<file path="src/rtl/telem_word_sequencer.sv">
// -----------------------------------------------------------------------------
// telem_word_sequencer
//
// Round-robin scheduler that places words from four telemetry data-channel
// requesters (DC1-DC4) onto one serial telemetry line. Each granted word is
// framed as: sync bit, 2-bit channel ID (MSB first), WORD_W data bits (MSB
// first), odd parity over ID+data, then a one-bit-period gap. Every bit lasts
// BIT_DIV clock cycles, paced by an internal divider.
//
// Parameters
//   WORD_W   data bits per word
//   BIT_DIV  clock cycles per serial bit period, legal range 2..255
//
// Ports
//   SIM_CLK  in   system clock, all state changes on the rising edge
//   SIM_RST  in   asynchronous active-low reset
//   ENA      in   telemetry enable, only looked at while idle
//   REQ      in   [3:0] per-channel level request, held until ACK
//   CH_DATA  in   [4*WORD_W-1:0] channel n word in bits [n*WORD_W +: WORD_W]
//   ACK      out  [3:0] one-hot single-cycle pulse, word of that channel taken
//   CHID     out  [1:0] channel of the frame in progress, holds after frame
//   TLMD     out  serial data line
//   TLMS     out  high for the whole sync bit period
//   TLMF     out  high from sync start through the end of the parity bit
//   BUSY     out  high whenever a frame or its gap is in progress
//
// All outputs are registered.
// -----------------------------------------------------------------------------
module telem_word_sequencer #(
  parameter int unsigned WORD_W  = 26,
  parameter int unsigned BIT_DIV = 8
) (
  input  logic                  SIM_CLK,
  input  logic                  SIM_RST,
  input  logic                  ENA,
  input  logic [3:0]            REQ,
  input  logic [4*WORD_W-1:0]   CH_DATA,
  output logic [3:0]            ACK,
  output logic [1:0]            CHID,
  output logic                  TLMD,
  output logic                  TLMS,
  output logic                  TLMF,
  output logic                  BUSY
);

  // Divider is sized for the largest legal BIT_DIV.
  localparam int unsigned DIV_W  = 8;
  localparam int unsigned BCNT_W = (WORD_W > 1) ? $clog2(WORD_W) : 1;

  localparam logic [DIV_W-1:0]  DIV_LAST = DIV_W'(BIT_DIV - 1);
  localparam logic [BCNT_W-1:0] BIT_LAST = BCNT_W'(WORD_W - 1);

  typedef enum logic [2:0] {
    StIdle,
    StSync,
    StId,
    StData,
    StPar,
    StGap
  } state_e;

  state_e              state;
  logic [DIV_W-1:0]    div_cnt;
  logic [BCNT_W-1:0]   bit_cnt;
  logic [WORD_W-1:0]   sr;
  logic                par_bit;
  logic [1:0]          last_grant;

  logic                bit_end;
  logic                grant_hit;
  logic [1:0]          grant_idx;
  logic [1:0]          cand;
  logic [WORD_W-1:0]   grant_word;
  logic                grant_par;

  assign bit_end = (div_cnt == DIV_LAST);

  // Round-robin search: first set request starting just above the last grant,
  // wrapping through all four channels (the last grant itself is tried last).
  always_comb begin
    grant_hit = 1'b0;
    grant_idx = 2'd0;
    cand      = 2'd0;
    for (int k = 1; k <= 4; k++) begin
      cand = last_grant + 2'(k);
      if (!grant_hit && REQ[cand]) begin
        grant_hit = 1'b1;
        grant_idx = cand;
      end
    end
  end

  always_comb begin
    grant_word = '0;
    for (int k = 0; k < 4; k++) begin
      if (grant_idx == 2'(k)) begin
        grant_word = CH_DATA[k*WORD_W +: WORD_W];
      end
    end
  end

  // Odd parity: the total number of ones over ID, data and parity is odd.
  assign grant_par = ~^{grant_idx, grant_word};

  always_ff @(posedge SIM_CLK or negedge SIM_RST) begin
    if (!SIM_RST) begin
      state      <= StIdle;
      div_cnt    <= '0;
      bit_cnt    <= '0;
      sr         <= '0;
      par_bit    <= 1'b0;
      last_grant <= 2'd3;
      ACK        <= 4'b0000;
      CHID       <= 2'd0;
      TLMD       <= 1'b0;
      TLMS       <= 1'b0;
      TLMF       <= 1'b0;
      BUSY       <= 1'b0;
    end else begin
      ACK <= 4'b0000;

      // Every state change happens on a bit boundary, where the divider wraps
      // to zero, so the divider restarts on each state entry.
      if (state == StIdle) begin
        div_cnt <= '0;
      end else if (bit_end) begin
        div_cnt <= '0;
      end else begin
        div_cnt <= div_cnt + 1'b1;
      end

      case (state)
        StIdle: begin
          bit_cnt <= '0;
          if (ENA && grant_hit) begin
            state      <= StSync;
            ACK        <= 4'b0001 << grant_idx;
            CHID       <= grant_idx;
            last_grant <= grant_idx;
            sr         <= grant_word;
            par_bit    <= grant_par;
            TLMD       <= 1'b1;
            TLMS       <= 1'b1;
            TLMF       <= 1'b1;
            BUSY       <= 1'b1;
          end
        end

        StSync: begin
          if (bit_end) begin
            state   <= StId;
            TLMS    <= 1'b0;
            TLMD    <= CHID[1];
            bit_cnt <= '0;
          end
        end

        StId: begin
          if (bit_end) begin
            if (bit_cnt == '0) begin
              TLMD    <= CHID[0];
              bit_cnt <= bit_cnt + 1'b1;
            end else begin
              // Present the data MSB and shift it out of SR in the same step.
              state   <= StData;
              TLMD    <= sr[WORD_W-1];
              sr      <= sr << 1;
              bit_cnt <= '0;
            end
          end
        end

        StData: begin
          if (bit_end) begin
            if (bit_cnt == BIT_LAST) begin
              state   <= StPar;
              TLMD    <= par_bit;
              bit_cnt <= '0;
            end else begin
              TLMD    <= sr[WORD_W-1];
              sr      <= sr << 1;
              bit_cnt <= bit_cnt + 1'b1;
            end
          end
        end

        StPar: begin
          if (bit_end) begin
            state <= StGap;
            TLMD  <= 1'b0;
            TLMF  <= 1'b0;
          end
        end

        StGap: begin
          if (bit_end) begin
            state <= StIdle;
            BUSY  <= 1'b0;
          end
        end

        default: begin
          state <= StIdle;
          TLMD  <= 1'b0;
          TLMS  <= 1'b0;
          TLMF  <= 1'b0;
          BUSY  <= 1'b0;
        end
      endcase
    end
  end

endmodule

</file>
<file path="config.mk">
export PLATFORM = sky130hd
export DESIGN_NAME = telem_word_sequencer
export DESIGN_NICKNAME = d
export VERILOG_FILES = /design/src/rtl/telem_word_sequencer.sv
export SDC_FILE = /design/constraint.sdc
export NUM_CORES = 1
export LEC_CHECK = 0
export CORE_AREA = 2 2 92 94
export CTS_CLUSTER_DIAMETER = 60
export DETAILED_ROUTE_END_ITERATION = 7
export DIE_AREA = 0 0 94 96
export PLACE_DENSITY = 0.81
export SLEW_MARGIN = 10
export SYNTH_ARGS = -nofsm -noshare
export SYNTH_HDL_FRONTEND = slang
export SYNTH_SLANG_ARGS = --single-unit
</file>
<file path="constraint.sdc">
create_clock -name SIM_CLK -period 7.6 [get_ports SIM_CLK]
set_input_delay 1.52 -clock SIM_CLK [delete_from_list [all_inputs] [get_ports SIM_CLK]]
set_output_delay 1.52 -clock SIM_CLK [all_outputs]
set_load 0.02 [all_outputs]
</file>
==> reports/metrics.csv <==
stage;metric;value;unit
layout;area_delta_synth_final;31.2;%
layout;diodes;0;
sta;hold_viol;0;
clock_tree;clkLatencyLatePin;0.30;ns
floorplanning;io-pin-count;121;
clock_tree;cts.path.max_buffers;2;
clock_tree;tritoncts;yes;
synth;async_flop_share;1.00;
synth;synth_edf_count;0;
sta;worst_hold_slack;0.480;ns
synth;yosysMostFrequentCell;a21oi_1;
clock_tree;root_buffer;clkbuf_8;
sta;tns;0;ns
critical_path;cp.required;7.83;ns
critical_path;critPathArrivalTime;5.89;ns
placed_design;gp_congestion;0.836;
drt;wirelength;10.9;mm
placed_design;portBuffers;120;
global_route;grt_pass1_wl;17.5;mm
critical_path;crit_slowest_cell;ha_1;
synth;ys.flop_type;dfrtp_1;
drt;drt_iter0_markers;269;
synth;synth_commonest_cells;a21oi_1, dfrtp_1, nand2_1;
floorplanning;start_util;0.501;
power;cellLeakagePower;0.00213;uW
global_route;grt_pass1_vias;3718;
drt;antenna_left;0;
floorplanning;die_h;96;um
placed_design;dp_hpwl;8.32;mm
floorplanning;coreArea;8050;um2
synth;synth_area_per_cell;8.00;um2
power;power.density;390;nW/um2
clock_tree;cts_made_buffers;5;
run;cap_violations;0;
clock_tree;cts.sinks;55;
critical_path;crit_type;input port to register;
clock_tree;path_clk_slew;0.09;ns
sta;tightest_slew;1.11;ns
synth;synth-seq-cells;55;
synth;ys_top_cells_by_area;dfrtp_1, a21oi_1, o21ai_0, nand2_1, nor2_1;
hold_path;worstHoldPathCells;1;
critical_path;r2r_setup_slack;3.11;ns
sta;min_period;5.66;ns
power;p_total;2060;uW
placed_design;dpl_cell_area;5200;um2
synth;synth.top_cell.area_share;0.329;
layout;fin_area;5290;um2
sta;finalSetupViolCount;0;
synth;syn_area;4030;um2
sta;relSlewSlack;0.261;
global_route;antenna_found_initial;0;
sta;finalMaxSlewViolations;0;
global_route;grt.met2_usage;0.400;
sta;rsz0062_at_grt;no;
global_route;gr-total-overflow;0;
sta;timing.final.crit_share;0.745;
floorplanning;fp.dieW;94;um
critical_path;slowest_delay;0.73;ns
clock_tree;cts_max_level;2;
clock_tree;postCtsSetupBuffers;0;
run_status;outcome;completed;
power;max-vdd-ir-drop;313;uV
drt;first_pass_iters;5;
sta;fmax;177;MHz
critical_path;crit_chain;clkdlybuf4s50_1, a21oi_1, a31oi_1, o21ai_0, o21ai_0, inv_1, ha_1, inv_1, o22ai_1, o22ai_1, o2bb2ai_1, xnor2_1, xnor3_1, xnor3_1, o21ai_1;
layout;fin_util;0.657;
drt;wl_per_cell;15.6;um
global_route;grt_usage;0.243;
clock_tree;cts_resized;0;
critical_path;cp_num_cells;15;
drt;avgViaCountPerCell;5.75;
critical_path;reg2regPathDepth;13;
floorplanning;die_area;9020;um2
synth;synth_seq_area_share;0.342;
global_route;met1_usage;0.339;
critical_path;crit_family;compound AO/OA/AOI/OAI gates;
floorplanning;fp-row-count;33;
global_route;grt_max_degree;56;
critical_path;end_kind;register;
synth;postSynthCellCount;504;
synth;synth_cell_types;59;
critical_path;crit_path_start_kind;input port;
layout;layout-drive-gt1-share;0.0455;
critical_path;path_buf_inv;3;
synth;synth.net_count;623;
sta;fin_worst_skew;0.00920;ns
synth;ys.warnings.count;0;
clock_tree;cts_hold_buf;0;
global_route;gr-max-usage-layer;met2;
drt;vias;4016;
synth;yosys.area.top_type;dfrtp_1;
layout;finalNetCount;713;
drt;drc_errors;0;
global_route;grtUsageMet3;0.0345;
critical_path;critPathMaxFanout;25;
hold_path;worstHoldPathType;register to register;
[logic make-up after synthesis]
logic type,after synthesis,synth area share
fa+ha+maj,8,0.0248
flops,55,0.342
buf+inv,54,0.0608
xor+xnor,27,0.0655
mux,7,0.0180
compound gates,192,0.298
simple gates,161,0.190
[final timing paths]
kind                                            from                      to
max in group asynchronous                    SIM_RST      sr[16]$_DFFE_PN0P_
max                                           REQ[0]     par_bit$_DFFE_PN0P_
min                             div_cnt[0]$_DFF_PN0_    div_cnt[0]$_DFF_PN0_
min reg2reg                     div_cnt[0]$_DFF_PN0_    div_cnt[0]$_DFF_PN0_
min in group asynchronous                    SIM_RST  bit_cnt[4]$_DFFE_PN0P_
max reg2reg                last_grant[1]$_DFFE_PN1P_     par_bit$_DFFE_PN0P_
[placed cells by master (no fill, tap or decap), drive strengths merged, types with 3 or more instances in the layout]
cell,synthesis,routed
xor2,10,10
a21oi,62,62
nand2,52,52
o21ai,50,50
o22ai,17,17
buf,13,5
nand2b,3,3
clkdlybuf4s50,0,119
nor2,45,45
a221o,3,3
a311oi,3,3
dfrtp,53,53
a221oi,10,10
xnor2,15,15
nor2b,13,13
nand3b,9,9
ha,8,8
and2,3,3
a22oi,14,14
and3,3,3
clkbuf,28,6
or3,3,3
nand3,5,5
mux2i,5,5
inv,13,13
a211oi,8,8
nor3,17,17
a21o,4,4
o21a,5,5
[through the flow]
step           instances  worst slack [ns]
3_3_place_gp         692              1.90
4_1_cts              699              2.02
6_report             699              1.94
5_1_grt              699              1.61
3_5_place_dp         692              1.72
2_1_floorplan        504              3.35
[report_power, final]
group          total, uW  internal [uW]  switching, uW
clock network        161           71.7           89.3
registers            513            406            106
logic               1390            683            707
total               2060           1160            903
[state kept, by name, indices dropped and copies added, names as in the netlist, 2 cells and up]
signal / flops
ACK: 4
bit_cnt: 5
CHID: 2
state: 3
div_cnt: 8
last_grant: 2
sr: 26
[worst register-to-register path, delay by kind of cell, from the launching register on]
family | cells | cell delay, ns
adders and majority gates | 1 | 0.73
AOI/OAI and AO/OA | 7 | 1.34
buffers and inverters | 2 | 0.81
xor gates and xnor gates | 3 | 0.94
DFF | 1 | 0.61
[area by class of cell]
type / count / area, um2
Sequential cell: 55 / 1380
Multi-Input combinational cell: 395 / 2410
Inverter: 13 / 48.8
Clock buffer: 6 / 82.6
Fill cell: 691 / 2770
Timing Repair Buffer: 124 / 1230
Clock inverter: 1 / 5.00
Tap cell: 105 / 131
[layer usage]
layer	share of wire	wire length, um
met5	0	0
met4	0.015	161
met3	0.059	643
met2	0.47	5110
met1	0.46	5010
Power figures use the tool's default switching activity.
